[src/rtl/spi_slave_word_rx.sv]
// SPI mode-0 slave receiver: oversamples SCLK/MOSI/CS_n, assembles MSB-first words
// into a small FIFO and shifts a reply word out on MISO.
module spi_slave_word_rx #(
  parameter int WORD_WIDTH = 16,
  parameter int FIFO_DEPTH = 4
) (
  input  logic                  i_Clk,
  input  logic                  i_Rst,
  input  logic                  i_SPI_Clk,
  input  logic                  i_SPI_MOSI,
  input  logic                  i_SPI_CS_n,
  output logic                  o_SPI_MISO,
  input  logic [WORD_WIDTH-1:0] i_TX_Word,
  output logic [WORD_WIDTH-1:0] o_RX_Word,
  output logic                  o_RX_DV,
  input  logic                  i_RX_Ready,
  output logic                  o_Overflow,
  output logic                  o_Frame_Err,
  input  logic                  i_Clr_Err,
  output logic                  o_Dbg_State
);

  localparam int CNT_W  = $clog2(WORD_WIDTH + 1);
  localparam int PTR_W  = $clog2(FIFO_DEPTH);
  localparam int FCNT_W = $clog2(FIFO_DEPTH + 1);

  typedef enum logic {IDLE = 1'b0, ACTIVE = 1'b1} state_t;

  state_t state_q, state_d;

  // Bit 1 is the synchronised level, bit 2 the delayed copy for edge detect.
  // MOSI needs no edge detect, so it is taken from its 2nd flop to stay aligned.
  logic [2:0] sclk_sr, cs_sr;
  logic [1:0] mosi_sr;
  logic       sclk_rise, sclk_fall, cs_fall, cs_rise, mosi_sync;

  always_ff @(posedge i_Clk) begin
    if (i_Rst) begin
      sclk_sr <= 3'b000;
      cs_sr   <= 3'b111;
      mosi_sr <= 2'b00;
    end else begin
      sclk_sr <= {sclk_sr[1:0], i_SPI_Clk};
      cs_sr   <= {cs_sr[1:0], i_SPI_CS_n};
      mosi_sr <= {mosi_sr[0], i_SPI_MOSI};
    end
  end

  assign sclk_rise = sclk_sr[1] & ~sclk_sr[2];
  assign sclk_fall = ~sclk_sr[1] & sclk_sr[2];
  assign cs_fall   = ~cs_sr[1] & cs_sr[2];
  assign cs_rise   = cs_sr[1] & ~cs_sr[2];
  assign mosi_sync = mosi_sr[1];

  // A frame may only start after CS_n has been seen high on real pin samples,
  // so a CS_n held low across reset release never starts a frame.
  logic [1:0] fill_cnt;
  logic       armed;

  always_ff @(posedge i_Clk) begin
    if (i_Rst) begin
      fill_cnt <= 2'd0;
      armed    <= 1'b0;
    end else begin
      if (fill_cnt != 2'd3) fill_cnt <= fill_cnt + 2'd1;
      if (fill_cnt == 2'd3 && cs_sr[1]) armed <= 1'b1;
    end
  end

  logic [CNT_W-1:0]      bit_cnt;
  logic [WORD_WIDTH-2:0] rx_shift;
  logic [WORD_WIDTH-1:0] tx_shift;
  logic [WORD_WIDTH-1:0] rx_next;
  logic load_tx, shift_tx, shift_rx, word_done, frame_err_set;

  assign rx_next = {rx_shift, mosi_sync};

  always_ff @(posedge i_Clk) begin
    if (i_Rst) state_q <= IDLE;
    else       state_q <= state_d;
  end

  always_comb begin
    state_d       = state_q;
    load_tx       = 1'b0;
    shift_tx      = 1'b0;
    shift_rx      = 1'b0;
    word_done     = 1'b0;
    frame_err_set = 1'b0;
    case (state_q)
      IDLE: begin
        if (cs_fall && armed) begin
          state_d = ACTIVE;
          load_tx = 1'b1;
        end
      end
      ACTIVE: begin
        if (cs_rise) begin
          state_d       = IDLE;
          frame_err_set = (bit_cnt != '0);
        end else begin
          if (sclk_rise) begin
            shift_rx = 1'b1;
            if (bit_cnt == CNT_W'(WORD_WIDTH - 1)) begin
              word_done = 1'b1;
              load_tx   = 1'b1;
            end
          end
          // The falling edge right after a word boundary keeps the freshly
          // loaded MSB on MISO instead of shifting it away.
          if (sclk_fall && bit_cnt != '0) shift_tx = 1'b1;
        end
      end
      default: state_d = IDLE;
    endcase
  end

  always_ff @(posedge i_Clk) begin
    if (i_Rst) begin
      bit_cnt  <= '0;
      rx_shift <= '0;
      tx_shift <= '0;
    end else begin
      if (state_q == IDLE || cs_rise) bit_cnt <= '0;
      else if (shift_rx)              bit_cnt <= word_done ? '0 : bit_cnt + CNT_W'(1);
      if (shift_rx) rx_shift <= rx_next[WORD_WIDTH-2:0];
      if (load_tx)       tx_shift <= i_TX_Word;
      else if (shift_tx) tx_shift <= {tx_shift[WORD_WIDTH-2:0], 1'b0};
    end
  end

  assign o_SPI_MISO  = (state_q == ACTIVE) ? tx_shift[WORD_WIDTH-1] : 1'b0;
  assign o_Dbg_State = (state_q == ACTIVE);

  // Output handshake: o_RX_Word is valid while o_RX_DV=1; a word is consumed on
  // every clock edge where o_RX_DV && i_RX_Ready. i_RX_Ready alone has no effect.
  logic [WORD_WIDTH-1:0] mem [FIFO_DEPTH];
  logic [PTR_W-1:0]      wr_ptr, rd_ptr;
  logic [FCNT_W-1:0]     count;
  logic                  full, push, pop;

  assign full = (count == FCNT_W'(FIFO_DEPTH));
  assign pop  = i_RX_Ready && o_RX_DV;
  assign push = word_done && (!full || pop);

  always_ff @(posedge i_Clk) begin
    if (push) mem[wr_ptr] <= rx_next;
  end

  always_ff @(posedge i_Clk) begin
    if (i_Rst) begin
      wr_ptr <= '0;
      rd_ptr <= '0;
      count  <= '0;
    end else begin
      if (push) wr_ptr <= wr_ptr + PTR_W'(1);
      if (pop)  rd_ptr <= rd_ptr + PTR_W'(1);
      case ({push, pop})
        2'b10:   count <= count + FCNT_W'(1);
        2'b01:   count <= count - FCNT_W'(1);
        default: count <= count;
      endcase
    end
  end

  assign o_RX_DV   = (count != '0);
  assign o_RX_Word = o_RX_DV ? mem[rd_ptr] : '0;

  // Sticky flags: a set event in the same cycle as i_Clr_Err wins.
  always_ff @(posedge i_Clk) begin
    if (i_Rst) begin
      o_Overflow  <= 1'b0;
      o_Frame_Err <= 1'b0;
    end else begin
      if (word_done && full && !pop) o_Overflow <= 1'b1;
      else if (i_Clr_Err)            o_Overflow <= 1'b0;
      if (frame_err_set)             o_Frame_Err <= 1'b1;
      else if (i_Clr_Err)            o_Frame_Err <= 1'b0;
    end
  end

endmodule

[config.mk]
export PLATFORM = sky130hd
export DESIGN_NAME = spi_slave_word_rx
export DESIGN_NICKNAME = d
export VERILOG_FILES = /design/src/rtl/spi_slave_word_rx.sv
export SDC_FILE = /design/constraint.sdc
export NUM_CORES = 1
export LEC_CHECK = 0
export ABC_AREA = 1
export BUFFER_PORTS_ARGS = -buffer_cell sky130_fd_sc_hd__buf_4
export CAP_MARGIN = 40
export CORE_AREA = 3 3 101 103
export CTS_CLUSTER_SIZE = 30
export DETAILED_ROUTE_END_ITERATION = 12
export DIE_AREA = 0 0 104 106
export GPL_TIMING_DRIVEN = 0
export PLACE_DENSITY = 0.81
export SLEW_MARGIN = 20
export SYNTH_ARGS = -nofsm -noshare
export SYNTH_HDL_FRONTEND = slang
export SYNTH_SLANG_ARGS = --single-unit
[constraint.sdc]
create_clock -name i_Clk -period 3.2 [get_ports i_Clk]
set_input_delay 0.64 -clock i_Clk [delete_from_list [all_inputs] [get_ports i_Clk]]
set_output_delay 0.64 -clock i_Clk [all_outputs]
set_load 0.02 [all_outputs]
Word-level counts from Yosys, hierarchy flattened
Memories as Yosys holds them, arrays and structs flattened. A register that Yosys moved wholly into a read port is not among the register bits.
Cells that the tools add are included.
Cells by class
  reduce and logical (&&, ||, !) cells: 18
  $add $sub $neg: 6
  bitwise gates (word level): 9
  $lt $le $gt $ge: 0
  multiplexer cells: 29
  $mul: 0
  equality and inequality tests: 6
  shift operators: 0
  divide/modulo/power cells: 0
Operators by type and width (number)
  two-way mux 16 bit: 3
  two-way mux 1 bit: 20
  nonzero test 2 bit: 4
  logical AND 1 bit: 7
  adder 2 x 1 -> 2 bit, second input constant: 3
  one-hot mux 3 bit (2 select lines): 1
  adder 5 x 1 -> 5 bit, second input constant: 1
  equality test 5 x 4 -> 1 bit, second input constant: 1
  two-way mux 5 bit: 1
  inverter 1 bit: 5
  nonzero test 5 bit: 1
  AND 1 bit: 4
  equality test 2 bit, second input constant: 2
  two-way mux 2 bit: 2
  one-hot mux 1 bit (2 select lines): 2
  adder 3 x 1 -> 3 bit, second input constant: 1
  equality test 3 bit, second input constant: 1
  nonzero test 3 bit: 1
  subtractor 3 x 1 -> 3 bit, second input constant: 1
  equality test 2 x 1 -> 1 bit, second input constant: 1
  zero test 1 bit: 2
  logical OR 1 bit: 2
  inequality test 2 bit, second input constant: 1
  OR reduction 2 bit: 1
Word-level totals
  latch bits: 0
  output and inout bits: 21
  register bits after elaboration: 57
  memory bits (read-only): 0
  memories: 1
  input bits: 23
  memory bits (writable): 64
Memories
  mem: depth 4, bits a word 16, rd ports 1, clocked after memory_dff 1, wr ports 1, line 137  | logic [WORD_WIDTH-1:0] mem [FIFO_DEPTH];

Longest topological paths before layout
Gate-level depths: netlist of run 1.
  depth after elaboration: 8
  mapped depth: 15
  mapped depth without buffers: 15

Least setup slack after synthesis of run 1
OpenSTA, ideal clock, no wires.
  kind: register -> register
  start: register bit_cnt[0]
  end: memory mem[0][0], enable pin
  clock period less this slack: 2.298 ns
  library setup time: 0.389 ns
  data required time: 2.811 ns
  arrival time: 1.910 ns
  stages on the path, launching flop included: 9
  path slack: 0.902 ns
  cell sequence: dfxtp_1 ha_1 nand2_1 nor2_1 ha_1 nand2_2 nor2_1 nand2_1 nor2_1
On the way
  cells in the longest elaborated chain, start to end: 8
Ends and longest elaborated chain
  from (decl): line 70  | logic [CNT_W-1:0] bit_cnt;
  from (signal assigned): line 125  | else if (shift_rx) bit_cnt <= word_done ? '0 : bit_cnt + CNT_W'(1);
  equality test 5 x 4 -> 1 bit: line 104  | if (bit_cnt == CNT_W'(WORD_WIDTH - 1)) begin
  two-way mux 1 bit: line 104
  two-way mux 1 bit: line 102  | if (sclk_rise) begin
  two-way mux 1 bit: line 98  | if (cs_rise) begin
  two-way mux 1 bit: line 90  | case (state_q)
  logical AND 1 bit: line 144  | assign push = word_done && (!full || pop);
  two-way mux 1 bit: line 147  | if (push) mem[wr_ptr] <= rx_next;
  two-way mux 1 bit (implied by the code): line 147
  to (decl): line 137
No other way between the ends.

==> results of run 1 <==
worst max-delay path, cell delays in order (launching register included):
cell and delay (ns):
dfxtp_1 0.30, buf_2 0.16, inv_1 0.22, clkbuf_1 0.46, nor2_1 0.09, o21ai_0 0.09
a21oi_1 0.12, buf_4 0.19
worst max-delay path by stage:
stage | depth (start not counted) | start | endpoint
floorplan | 8 | bit_cnt[0] | mem[0][0]
global placement | 8 | bit_cnt[0] | mem[3][9]
detailed placement | 8 | bit_cnt[0] | mem[0][9]
CTS | 7 | flip-flop | o_RX_Word[1]
global route | 7 | flip-flop | o_RX_Word[1]
finish | 7 | flip-flop | o_RX_Word[1]
registers in the layout (all words and copies together), names as in the netlist, named ones only:
register	count
cs_sr	3
armed	1
sclk_sr	3
count	3
o_Overflow	1
wr_ptr	2
rd_ptr	2
bit_cnt	5
o_Dbg_State	1
fill_cnt	2
tx_shift	16
o_Frame_Err	1
mosi_sr	2
mem	64
rx_shift	15
cells in the final DEF, fill, tap and decap left out, types with 4 or more instances in the layout:
cell type / count
nor2_1: 105
nand2_1: 77
edfxtp_1: 64
dfxtp_1: 59
a21oi_1: 46
inv_1: 45
buf_4: 43
o21ai_0: 40
clkbuf_16: 16
clkbuf_1: 14
nor2_2: 13
o21ai_1: 11
ha_1: 8
nand3_1: 7
inv_6: 7
nand2_2: 6
buf_2: 5
inv_2: 5
a21oi_2: 5
buf_6: 4
nor3_1: 4
clkinvlp_4: 4
per-layer routing:
layer	vias to the layer above	share of wire [%]	GRT usage (%)
met5	-	0	0
met2	114	51	34.4
li1	1880	-	-
met1	1697	42	22.4
met4	0	1.8	6.84
met3	17	5.3	4.55
through the flow:
| stage | std cells | setup slack [ns] | utilization (%) | power (mW) | cell area, sq um |
|---|---|---|---|---|---|
| after floorplan | 534 | 0.902 | - | 1.75 | 5100 |
| after global placement | 705 | 0.270 | 60.0 | 1.78 | 5570 |
| after detailed placement | 708 | 0.606 | 60.5 | 1.78 | 5620 |
| after CTS | 740 | 0.371 | 66.3 | 3.46 | 6160 |
| after global routing | 741 | 0.226 | 66.5 | 3.54 | 6170 |
| final | 741 | 0.406 | 66.5 | 3.44 | 6170 |
cell families after synthesis:
kind of cell | count (synthesis)
DFF | 123
and+or+nand+nor | 222
buffers and inverters | 74
adders and majority gates | 9
AOI/OAI and AO/OA | 105
xor gates and xnor gates | 1
cell type report:
type	count	area, sq um
Fill cell	715	3110
Sequential cell	123	3100
Multi-Input combinational cell	337	1680
Clock buffer	18	428
Timing Repair Buffer	46	368
Inverter	51	196
Tap cell	129	161
Buffer	23	128
Clock inverter	14	110
power breakdown:
| group | switching [mW] | total [mW] | internal (mW) | leakage, nW |
|---|---|---|---|---|
| clock network | 0.715 | 1.70 | 0.983 | 0.255 |
| logic | 0.0422 | 0.0780 | 0.0358 | 0.997 |
| registers | 0.0101 | 1.67 | 1.66 | 1.07 |
==> metrics, run 1 <==
DP HPWL=6.97 mm; CP Max Fanout=10; 1st-pass router iterations=5; final wirelength=10.2 mm; Setup violations, final=0; worst-skew pair later-pin latency=0.52 ns; initial antenna violation count=0; Crit. End Element=output port; min-delay src=i_SPI_CS_n; top post-synthesis cells by area=edfxtp_1 (38%), dfxtp_1 (23%), nor2_1 (8.0%), nand2_1 (5.7%), a21oi_1 (4.5%); Clock Skew=between 0.007 and 0.008 ns; Worst Hold Path EP=cs_sr[0]; Primary FF master, synth=edfxtp_1; most frequent cell after synthesis=nor2_1; Final Hold Vio Count=0; VDD IR-drop max=0.000475 V; post-synthesis cell count=~530; CTS Buf Count=17; fmax=0.358 GHz; DR WL/cell=13.7 um; adder-cell share of the synthesized area=2.36%; Die W=104 um; Hold Path Class=in -> reg; DRC errors left=0; Syn Nets=566; PwrDens=between 500 and 600 nW/um^2; via count=3708; initial core utilization=around 55%; Worst Reg2Reg Path Length in Cells=9; RSZ-0062 raised after global routing=no; fraction of layout cells with a size suffix above 1=roughly a fifth; clk sink count=about 120; type of origin of the critical path=flip-flop; total track usage=roughly a fifth; Worst-path clk slew=0.06 ns; asr flop ratio synth=0%; Worst Max-Slew Pin Slew=around 0.57 ns; CP Data Required Time=approximately 2.6 ns; Max clock buf depth=2; Max Cap Viol=0; CP Class=reg -> out; gp weighted congestion=about 0.81; CTS tree=done; R2R Setup Slk=0.79 ns; post-synth top area share=37.7%; Mapped Avg Cell Area=roughly 9.5 sq um; layout net count=631; status=complete, no violations; first-pass GRT wire length=between 15 and 20 mm; pin count of the biggest net entering global routing=17; Tcrit/Tclk final=around 87%; Post-CTS Resized=0; Die ar.=about 11000 sq um; Core Area=a little over 9000 sq um; Yosys warning count=0; total grt overflow=0; hold path depth=2; post-synth cell types=31; Leakage=2.32 nW; relative max-transition margin=62.2%; Synth Register Bits=roughly 120; Post-Synth Simple-Gate Area=19.4%; post-synthesis compound-gate area fraction=between 10% and 20%; CTS root buf=clkbuf_8; Die Y=between 100 and 150 um; fin crit period=~2.8 ns; xor/xnor share of the synthesized area=less than 1%; setup TNS=0 ns; reg2reg end=mem[2][7]; Post-Syn Area=just over 5000 sq um; row count=35; hold_ws=a little over 0.3 ns; Starting DRT DRC Count=between 150 and 200; Max Slew Vio Count=0; vias in the first global route=3545; post-CTS setup buffer count=0; EDFF count, synth=64; I/O pins=44; CP arrival=between 2 and 2.5 ns; # port buffers=42; Hold-fix buffers, CTS=0; post-synthesis mux area share=0%; Commonest cells post-synth=nor2_1 (109), nand2_1 (77), edfxtp_1 (64); FF-to-FF Start=bit_cnt[0]; ant diodes=0; post-route ant nets=0; main combinational cell family by area after synthesis=simple AND/OR/NAND/NOR gates; DR vias/cell=between 5 and 6; H-Tree Depth=4; synthesis-to-layout area growth=21.1%; top cell type by total area after synthesis=edfxtp_1; post-synthesis sequential area ratio=between 60% and 70%
Power figures use the tool's default switching activity.
==> inputs of run 2 (changes only) <==
--- a/config.mk
+++ b/config.mk
@@ -5,13 +5,13 @@
 export SDC_FILE = /design/constraint.sdc
 export NUM_CORES = 1
 export LEC_CHECK = 0
-export ABC_AREA = 1
+export ABC_AREA = 0
 export BUFFER_PORTS_ARGS = -buffer_cell sky130_fd_sc_hd__buf_4
-export CAP_MARGIN = 40
-export CORE_AREA = 3 3 101 103
+export CAP_MARGIN = 30
+export CORE_AREA = 3 3 99 101
 export CTS_CLUSTER_SIZE = 30
 export DETAILED_ROUTE_END_ITERATION = 12
-export DIE_AREA = 0 0 104 106
+export DIE_AREA = 0 0 102 104
 export GPL_TIMING_DRIVEN = 0
 export PLACE_DENSITY = 0.81
 export SLEW_MARGIN = 20
==> metrics, run 2 <==
Max Cap Viol=0; pin count of the biggest net entering global routing=17; final wirelength=between 9 and 10 mm; gp weighted congestion=about 0.8; VDD IR-drop max=~0.00035 V; Worst Max-Slew Pin Slew=~0.62 ns; registers with the most flip-flops=mem: 64 flops, tx_shift: 16 flops, rx_shift: 15 flops; Most Frequent Cell on Critical Path=buf_2; fin crit period=about 3.0 ns; CTS root buf=clkbuf_8; Tcrit/Tclk final=a little over 90%; most common cell after layout, fill and taps aside=edfxtp_1; fin cells=roughly 570; synthesis-to-layout area growth=19.9%; top cell type by total area after synthesis=edfxtp_1; Syn Nets=a little over 400; post-synthesis mux area share=under 10%; post-route ant nets=0; DP HPWL=between 5 and 6 mm; Starting DRT DRC Count=around 160; Primary FF master, synth=edfxtp_1; hold_ws=0.316 ns; main combinational cell family by area after synthesis=simple AND/OR/NAND/NOR gates; most frequent cell after synthesis=edfxtp_1; Worst-path clk slew=about 0.05 ns; fin util=between 60% and 70%; Leakage=just over 2 nW; RSZ-0062 raised after global routing=no; CP Class=reg -> out; DRC errors left=0; CTS Buf Count=17; Mapped Avg Cell Area=approximately 13 sq um; CP max stage cell=mux4_2; max reg flops=64; worst-skew pair later-pin latency=about 0.51 ns; post-synth top area share=between 30% and 40%; Post-Syn Area=approximately 4900 sq um; Core Area=around 9100 sq um; xor/xnor share of the synthesized area=0.716%; DR WL/cell=about 16 um; 1st-pass router iterations=4; EDFF count, synth=64; Post-Synth Simple-Gate Area=13.8%; Hold Path Class=in -> reg; total track usage=between 10% and 20%; adder-cell share of the synthesized area=about 2.5%; total grt overflow=0; relative max-transition margin=between 50% and 60%; type of origin of the critical path=flip-flop; Commonest cells post-synth=edfxtp_1 (64), dfxtp_1 (59), a21oi_1 (37); clk sink count=around 120; post-synthesis sequential area ratio=a little under two thirds; post-synthesis cell count=382; Die ar.=approximately 11000 sq um; vias in the first global route=3121; initial core utilization=between 50% and 60%; top post-synthesis cells by area=edfxtp_1 (39%), dfxtp_1 (24%), mux4_2 (7.4%), a21oi_1 (3.8%), nand2_1 (2.8%); Synth Register Bits=approximately 120; Max clock buf depth=2; post-synthesis compound-gate area fraction=under 10%; Crit. End Element=output port; status=complete, no violations; # port buffers=43; Biggest register=mem; ant diodes=0; CP Cell Sequence=buf_2 > buf_2 > mux4_2 > and2_1 > buf_4; slowest stage delay, CP=between 0.5 and 0.6 ns; Final Hold Vio Count=0; via count=just over 3000; I/O pins=44; fraction of layout cells with a size suffix above 1=24.5%; most frequent cells in the layout=edfxtp_1 (64), dfxtp_1 (59), buf_4 (43), a21oi_1 (37), nand2_1 (36); H-Tree Depth=4; fmax=around 0.34 GHz; initial antenna violation count=0; Max Slew Vio Count=0; PwrDens=568 nW/um^2; post-synth cell types=47; row count=35; CP Data Required Time=between 2 and 3 ns; Die Y=about 100 um; CTS tree=done; CP arrival=2.31 ns; CP Max Fanout=10; Die W=~100 um; placed cells=approximately 540; Yosys warning count=0; Layout fillers=680; Clock Skew=about 0.0090 ns; Setup violations, final=0; setup TNS=0 ns; first-pass GRT wire length=around 15 mm; post-CTS setup buffer count=0; DR vias/cell=around 5.5; layout net count=476; asr flop ratio synth=0%
==> run 2: cell types whose count changed in the layout (fill, tap and decap cells not counted), moves of 13 or more <==
cell,change
inv_1,-36
nand2_1,-41
and2_1,+17
nor2_1,-85
o21ai_0,-37
a22oi_1,+13
mux4_2,+16
nor2_2,-13
==> run 2: power breakdown <==
group | total (mW) | internal (mW) | switching, mW
registers | 1.67 | 1.66 | 0.00792
clock network | 1.59 | 0.940 | 0.653
logic | 0.0681 | 0.0348 | 0.0333
total | 3.33 | 2.63 | 0.694
==> run 2: metrics by stage <==
stage               setup slack [ns]  cell area (sq um)  power, mW
finish                         0.250               5860       3.33
global placement               0.184               5350       1.76
floorplan                      0.658               4890       1.73
detailed placement            0.0629               5350       1.77
CTS                           0.0528               5860       3.36
global route                  0.0765               5860       3.44
==> run 2: repair_timing <==
action                                  CTS  global route
hold buffers                              0             0
resized for setup                         0             6
endpoints found under the setup margin    0            72
==> run 2: worst max-delay path: cells and delay by family (launching register included) <==
kind                   cells  cell delay, ns
and+or+nand+nor            1            0.18
muxes                      1            0.56
buffers and inverters      3            0.76
DFF                        1            0.30
==> run 2: layout make-up <==
| class | count | area [sq um] | share of cell area (%) |
|---|---|---|---|
| timing repair buffer | 43 | 323 | 5.51 |
| tap | 111 | 139 | 2.37 |
| sequential | 123 | 3100 | 52.9 |
| clock buffer | 20 | 425 | 7.26 |
| clock inverter | 12 | 78.8 | 1.34 |
| multi-input combinational | 226 | 1630 | 27.8 |
| inverter | 9 | 33.8 | 0.576 |
| buffer | 24 | 128 | 2.18 |
==> run 2: path summary, 6_finish.rpt <==
check        cells after the start  slack, ns        from            to
min reg2reg                      1       0.42    cs_sr[0]      cs_sr[1]
min                              2       0.32  i_SPI_CS_n      cs_sr[0]
max reg2reg                      7       0.35  bit_cnt[1]    mem[3][10]
max                              5       0.25   flip-flop  o_RX_Word[1]
==> run 2: cells by family (layout without fill, tap and decap cells) <==
logic type / after synthesis / in the layout
AND/OR/NAND/NOR: 128 / 128
flip-flops: 123 / 123
AO/OA/AOI/OAI: 64 / 64
buffers and inverters: 33 / 108
multiplexers: 21 / 21
adder cells (fa/ha/maj): 9 / 9
XOR/XNOR: 4 / 4
==> run 2: per-layer routing <==
layer  global-route usage (%)  vias up  wire length [um]
met4                     5.81        0               129
met2                     30.4       88              4720
li1                         -     1524                 -
met5                        0        -                 0
met3                     6.04        9               508
met1                     22.4     1487              3830
